$ cat config.mk
export PLATFORM = sky130hd
export DESIGN_NAME = mem_access_stage
export DESIGN_NICKNAME = d
export VERILOG_FILES = /design/src/rtl/mem_stage_pkg.sv /design/src/rtl/byte_lane_unit.sv /design/src/rtl/mem_access_stage.sv
export SDC_FILE = /design/constraint.sdc
export NUM_CORES = 1
export LEC_CHECK = 0
export ABC_AREA = 1
export CORE_ASPECT_RATIO = 0.5
export CORE_MARGIN = 2
export CORE_UTILIZATION = 25
export CTS_BUF_LIST = sky130_fd_sc_hd__clkbuf_4
export DETAILED_ROUTE_END_ITERATION = 12
export GPL_TIMING_DRIVEN = 0
export PLACE_DENSITY = 0.58
export SYNTH_ARGS = -nofsm -noshare
export SYNTH_HDL_FRONTEND = slang
export SYNTH_HIERARCHICAL = 1
export SYNTH_SLANG_ARGS = --single-unit
$ cat constraint.sdc
create_clock -name clk -period 3.45 [get_ports clk]
set_clock_uncertainty 0.2 [all_clocks]
set_input_delay 0.69 -clock clk [delete_from_list [all_inputs] [get_ports clk]]
set_output_delay 0.69 -clock clk [all_outputs]
set_load 0.02 [all_outputs]
$ cat src/rtl/mem_stage_pkg.sv
// Shared types and helpers for the memory access stage.
package mem_stage_pkg;

   localparam int unsigned DATA_W = 32;
   localparam int unsigned BE_W   = 4;
   localparam int unsigned REG_W  = 4;

   localparam logic [BE_W-1:0] BE_WORD = 4'hF;

   typedef enum logic [1:0] {
      IDLE = 2'd0,
      REQ  = 2'd1,
      WB   = 2'd2
   } state_e;

   // Byte lane addressed by the two low address bits.
   function automatic logic [1:0] lane_sel(input logic [DATA_W-1:0] addr);
      return addr[1:0];
   endfunction

endpackage

$ cat src/rtl/byte_lane_unit.sv
// Byte-lane steering: store replicate / byte enables and load lane extract.
module byte_lane_unit
   import mem_stage_pkg::*;
(
   input  logic              st_byte,
   input  logic [1:0]        st_lane,
   input  logic [DATA_W-1:0] st_data,
   input  logic              ld_byte,
   input  logic [1:0]        ld_lane,
   input  logic [DATA_W-1:0] ld_rdata,
   output logic [BE_W-1:0]   st_be_c,
   output logic [DATA_W-1:0] st_wdata_c,
   output logic [DATA_W-1:0] ld_data_c
);

   // Store side: one-hot enable and replicated byte for byte stores.
   always_comb begin
      st_be_c    = BE_WORD;
      st_wdata_c = st_data;
      if (st_byte) begin
         st_be_c    = BE_W'(4'b0001 << st_lane);
         st_wdata_c = {4{st_data[7:0]}};
      end
   end

   // Load side: selected lane zero-extended for byte loads.
   always_comb begin
      ld_data_c = ld_rdata;
      if (ld_byte) begin
         ld_data_c = {24'h000000, ld_rdata[{ld_lane, 3'b000} +: 8]};
      end
   end

endmodule

$ cat src/rtl/mem_access_stage.sv
// Memory stage: runs one load/store at a time on a req/ack data bus and
// returns load results to the regfile LDR write port.
module mem_access_stage
   import mem_stage_pkg::*;
#(
   parameter int unsigned ADDR_W      = 11,
   parameter int unsigned TIMEOUT_CYC = 64
) (
   input  logic              clk,
   input  logic              rst,
   input  logic              ex_valid,
   output logic              ex_ready,
   input  logic              ex_is_ldr,
   input  logic              ex_is_str,
   input  logic              ex_byte,
   input  logic [DATA_W-1:0] ex_addr,
   input  logic [DATA_W-1:0] ex_str_data,
   input  logic [REG_W-1:0]  ex_rd,
   output logic              mem_req,
   output logic              mem_we,
   output logic [ADDR_W-1:0] mem_addr,
   output logic [BE_W-1:0]   mem_be,
   output logic [DATA_W-1:0] mem_wdata,
   input  logic [DATA_W-1:0] mem_rdata,
   input  logic              mem_ack,
   output logic [DATA_W-1:0] w_data_ldr,
   output logic [REG_W-1:0]  w_addr_ldr,
   output logic              w_en_ldr,
   output logic              mem_err
);

   localparam bit              TO_EN    = (TIMEOUT_CYC != 0);
   localparam int unsigned     CNT_W    = $clog2(TIMEOUT_CYC + 1) + 1;
   localparam logic [CNT_W-1:0] LAST_CNT = CNT_W'(TO_EN ? TIMEOUT_CYC - 1 : 0);

   state_e             state_q, state_d;
   logic               is_ld_q, is_ld_d;
   logic               byte_q, byte_d;
   logic [1:0]         lane_q, lane_d;
   logic [REG_W-1:0]   rd_q, rd_d;
   logic [CNT_W-1:0]   cnt_q, cnt_d;

   logic               ex_ready_d, mem_req_d, mem_we_d, w_en_d, err_d;
   logic [ADDR_W-1:0]  mem_addr_d;
   logic [BE_W-1:0]    mem_be_d;
   logic [DATA_W-1:0]  mem_wdata_d, w_data_d;
   logic [REG_W-1:0]   w_addr_d;

   logic               accept_c, mem_op_c, timeout_c;
   logic [BE_W-1:0]    st_be_c;
   logic [DATA_W-1:0]  st_wdata_c, ld_data_c;
   logic               unused_addr_hi;

   assign accept_c  = ex_valid & ex_ready;
   assign mem_op_c  = ex_is_ldr | ex_is_str;
   assign timeout_c = TO_EN && (state_q == REQ) && !mem_ack && (cnt_q == LAST_CNT);
   assign unused_addr_hi = ^ex_addr[DATA_W-1:ADDR_W];

   byte_lane_unit u_lanes (
      .st_byte    (ex_byte),
      .st_lane    (lane_sel(ex_addr)),
      .st_data    (ex_str_data),
      .ld_byte    (byte_q),
      .ld_lane    (lane_q),
      .ld_rdata   (mem_rdata),
      .st_be_c    (st_be_c),
      .st_wdata_c (st_wdata_c),
      .ld_data_c  (ld_data_c)
   );

   // State register.
   always_ff @(posedge clk or posedge rst) begin
      if (rst) state_q <= IDLE;
      else     state_q <= state_d;
   end

   // Next-state logic; an ack in the limit cycle takes priority over timeout.
   always_comb begin
      state_d = state_q;
      case (state_q)
         IDLE:    if (accept_c && mem_op_c) state_d = REQ;
         REQ: begin
            if (mem_ack)        state_d = is_ld_q ? WB : IDLE;
            else if (timeout_c) state_d = IDLE;
         end
         WB:      state_d = IDLE;
         default: state_d = IDLE;
      endcase
   end

   // Next values for the registered outputs and transaction context.
   always_comb begin
      ex_ready_d  = (state_d == IDLE);
      mem_req_d   = mem_req;
      mem_we_d    = mem_we;
      mem_addr_d  = mem_addr;
      mem_be_d    = mem_be;
      mem_wdata_d = mem_wdata;
      w_data_d    = w_data_ldr;
      w_addr_d    = w_addr_ldr;
      w_en_d      = 1'b0;
      err_d       = mem_err;
      is_ld_d     = is_ld_q;
      byte_d      = byte_q;
      lane_d      = lane_q;
      rd_d        = rd_q;
      cnt_d       = cnt_q;
      case (state_q)
         IDLE: begin
            if (accept_c && mem_op_c) begin
               mem_req_d   = 1'b1;
               mem_we_d    = ex_is_str & ~ex_is_ldr;
               mem_addr_d  = ex_byte ? ex_addr[ADDR_W-1:0]
                                     : {ex_addr[ADDR_W-1:2], 2'b00};
               mem_be_d    = st_be_c;
               mem_wdata_d = st_wdata_c;
               is_ld_d     = ex_is_ldr;
               byte_d      = ex_byte;
               lane_d      = lane_sel(ex_addr);
               rd_d        = ex_rd;
               cnt_d       = '0;
            end
         end
         REQ: begin
            if (mem_ack) begin
               mem_req_d = 1'b0;
               mem_we_d  = 1'b0;
               if (is_ld_q) begin
                  w_data_d = ld_data_c;
                  w_addr_d = rd_q;
                  w_en_d   = 1'b1;
               end
            end else if (timeout_c) begin
               mem_req_d = 1'b0;
               mem_we_d  = 1'b0;
               err_d     = 1'b1;
            end else if (TO_EN) begin
               cnt_d = cnt_q + CNT_W'(1);
            end
         end
         default: ;
      endcase
   end

   // Output and context registers.
   always_ff @(posedge clk or posedge rst) begin
      if (rst) begin
         ex_ready   <= 1'b1;
         mem_req    <= 1'b0;
         mem_we     <= 1'b0;
         mem_addr   <= '0;
         mem_be     <= '0;
         mem_wdata  <= '0;
         w_data_ldr <= '0;
         w_addr_ldr <= '0;
         w_en_ldr   <= 1'b0;
         mem_err    <= 1'b0;
         is_ld_q    <= 1'b0;
         byte_q     <= 1'b0;
         lane_q     <= '0;
         rd_q       <= '0;
         cnt_q      <= '0;
      end else begin
         ex_ready   <= ex_ready_d;
         mem_req    <= mem_req_d;
         mem_we     <= mem_we_d;
         mem_addr   <= mem_addr_d;
         mem_be     <= mem_be_d;
         mem_wdata  <= mem_wdata_d;
         w_data_ldr <= w_data_d;
         w_addr_ldr <= w_addr_d;
         w_en_ldr   <= w_en_d;
         mem_err    <= err_d;
         is_ld_q    <= is_ld_d;
         byte_q     <= byte_d;
         lane_q     <= lane_d;
         rd_q       <= rd_d;
         cnt_q      <= cnt_d;
      end
   end

endmodule

==> qor.yml <==
status: "complete, no violations"
power.share.clock_pct: 11.2
ys_seq_area_share_pct: 51.7
hold-worst-slack_ns: 0.301
syn_area_per_cell_um2: 7.62
leakagePower_nw: 3.78
grt_pass1_wl_um: 24700
initialDrtViolationCount: 225
ctsHoldBuffers: 0
slowest_stage: "clkdlybuf4s50_1"
cts_buffer_depth: 2
postCtsSetupRepairBufs: 0
postRouteAntennaNets: 0
grt.total_usage_pct: 14.7
cts_resized: 0
cts_tree: "built"
critPathTopFamily: "buffers and inverters"
tns_ns: 0
numCtsBuffers: 9
slew_viol_final: 0
syn_nets: 782
drive_gt1_share_pct: 7.51
post-route-min-period_ns: 2.58
pre_cts_slack_ns: 0.864
via_per_inst: 4.07
die-area_um2: 21800
synthAdderAreaFrac_pct: 0.244
report.final.setup_viol: 0
synth_seq_cells: 106
power_frac_comb_pct: 51.8
layout_setup_ws_ns: 0.872
start_util_pct: 25.2
routabilityCongestion: 0.843
hold_viol_final: 0
fmax_ghz: 0.388
die_h_um: 105
power_frac_seq_pct: 37.0
hold_class: "reg -> reg"
nFillCells: 2168
cp-start-kind: "register"
synthXorXnorAreaFrac_pct: 0.341
port_buffers: 173
vias: 4641
totalWireLength_um: 15900
crit_required_ns: 2.56
crit_path_max_fanout: 2
synth_mux_area_share_pct: 0
clock-sinks: 106
clockRootBuffer: "clkbuf_4"
path_class: "reg -> out"
drt_pre_antenna_iters: 4
dpl.hpwl_um: 12300
wire_per_inst_um: 13.9
ys_types: 31
slowest_delay_ns: 0.64
rsz0062_at_grt: "no"
layout.nets: 969
grt-ovfl-total: 0
p_sw_mw: 2.34
grt_pass1_vias: 4600
synth-compound-area-share_pct: 9.74
syn_area_um2: 5140
endpoint_kind: "output pin"
fin_crit_sh_pct: 74.7
fp.dieW_um: 207
row_count: 37
syn2layout_area_growth_pct: 44.0
drc: 0
syn_inst: 674
max-cap-violations: 0
path_clk_slew_ns: 0.18
p_per_area_nw_per_um2: 743
slew-limit-headroom_pct: 59.3
arrival_ns: 1.69
core_area_um2: 20400
crit_chain: "clkdlybuf4s50_1"
p_int_mw: 3.16
yosys.area_share.simple_pct: 24.5
tightest_slew_ns: 0.609
netSwitchingFraction_pct: 42.5
synth.area.top_cells: "dfrtp_1, nand2_1, inv_1, o21ai_0, nor2_1"
ios: 195
synth_top_family_by_area: "simple AND/OR/NAND/NOR gates"
peakVddDrop_mv: 0.299
fin_util_pct: 36.3
netlist.area_leader.share_pct: 51.1
crit_buf_inv: 1
cts_max_level: 3
yosysWarnings: 6
r2r_slack_ns: 1.69
antenna_found_initial: 1
clock_latency_ns: 0.48
grt_max_degree: 31
synth.largest_area_cell: "dfrtp_1"
kinds of logic (layout without fill, tap and decap cells):
family                   count (synthesis)  count (layout)
flip-flops                             106             106
other                                    0               1
AO/OA/AOI/OAI                           93              93
XOR/XNOR                                 2               2
buffers and inverters                  158             350
adder cells (fa/ha/maj)                  1               1
AND/OR/NAND/NOR                        314             314
worst paths after layout:
kind                               start        endpoint  cells past startpoint
setup / recovery                ex_ready        ex_ready                      1
hold / removal             mem_wdata[31]   mem_wdata[31]                      2
setup reg to reg                cnt_q[0]        cnt_q[7]                      6
hold reg to reg            mem_wdata[31]   mem_wdata[31]                      2
max in group asynchronous            rst        ex_ready                      4
min in group asynchronous            rst  w_data_ldr[22]                      2
metal layers:
layer / track usage (%) / vias to the layer above / share of wire [%]
met4: 3.34 / 0 / 1.2
met1: 19.3 / 2144 / 46
met5: 0 / - / 0
li1: - / 2390 / -
met2: 24.5 / 95 / 48
met3: 3.68 / 12 / 4.6
cell usage after synthesis:
cell type and number:
nand2_1 238, inv_1 116, dfrtp_1 105, o21ai_0 83, nor2_1 42, nand3_1 23, buf_2 14, buf_4 10
clkbuf_1 8, a21oi_1 4, clkbuf_2 3, nand3_2 3, clkbuf_8 2, inv_2 2, nand2_2 2, nand4_1 2
o21ai_4 2, o31ai_1 2, a31o_2 1, buf_12 1, buf_6 1, clkinv_1 1, dfstp_2 1, ha_1 1
nand2_4 1, nor2_4 1, nor3b_1 1, o21ai_2 1, or2_0 1, xnor2_1 1, xor2_1 1
cell type report:
type	instances	area (um^2)	area share, %
Antenna cell	1	2.50	0.0338
Buffer	39	249	3.37
Clock buffer	9	67.6	0.913
Clock inverter	7	53.8	0.727
Inverter	119	450	6.09
Multi-Input combinational cell	410	1790	24.2
Sequential cell	106	2650	35.9
Tap cell	273	342	4.62
Timing Repair Buffer	176	1790	24.2
layout by cell type (no fill, tap or decap), types with 2 or more instances in the layout:
| cell type | netlist | final |
|---|---|---|
| buf_4 | 10 | 10 |
| inv_6 | 0 | 2 |
| nor2_1 | 42 | 42 |
| clkdlybuf4s50_1 | 0 | 173 |
| nand2_2 | 2 | 2 |
| a21oi_1 | 4 | 4 |
| dfrtp_1 | 105 | 105 |
| buf_2 | 14 | 14 |
| nand3_2 | 3 | 3 |
| clkinv_4 | 0 | 3 |
| nand3_1 | 23 | 23 |
| o31ai_1 | 2 | 2 |
| clkbuf_1 | 8 | 8 |
| clkbuf_4 | 0 | 9 |
| o21ai_4 | 2 | 2 |
| nand4_1 | 2 | 2 |
| clkinv_2 | 0 | 2 |
| inv_1 | 116 | 115 |
| clkbuf_2 | 3 | 3 |
| buf_12 | 1 | 4 |
| o21ai_0 | 83 | 83 |
| inv_2 | 2 | 2 |
| clkbuf_8 | 2 | 2 |
| nand2_1 | 238 | 238 |
flip-flops by register name, summed over array words and instances, names as in the netlist:
register	count
rd_q	4
w_data_ldr	32
cnt_q	8
mem_wdata	32
ex_ready	1
mem_err	1
mem_addr	11
mem_we	1
mem_req	1
state_q	2
is_ld_q	1
lane_q	2
w_en_ldr	1
mem_be	4
w_addr_ldr	4
byte_q	1
power by group through the flow:
stage | clock network [mW] | logic (mW) | registers (mW)
floorplan | 0 | 0.996 | 2.56
global placement | 0 | 2.84 | 2.05
detailed placement | 0 | 2.88 | 2.06
global route | 0.690 | 3.11 | 2.10
CTS | 0.650 | 2.88 | 2.04
finish | 0.615 | 2.85 | 2.04
through the flow:
| stage | cell area (um^2) | std cells | total power [mW] |
|---|---|---|---|
| 2_1_floorplan | 5140 | 674 | 3.56 |
| 3_3_place_gp | 7210 | 1120 | 4.89 |
| 3_5_place_dp | 7270 | 1123 | 4.94 |
| 4_1_cts | 7400 | 1139 | 5.58 |
| 5_1_grt | 7400 | 1140 | 5.90 |
| 6_report | 7400 | 1140 | 5.50 |
No activity file was read; power rests on OpenSTA's default activity.
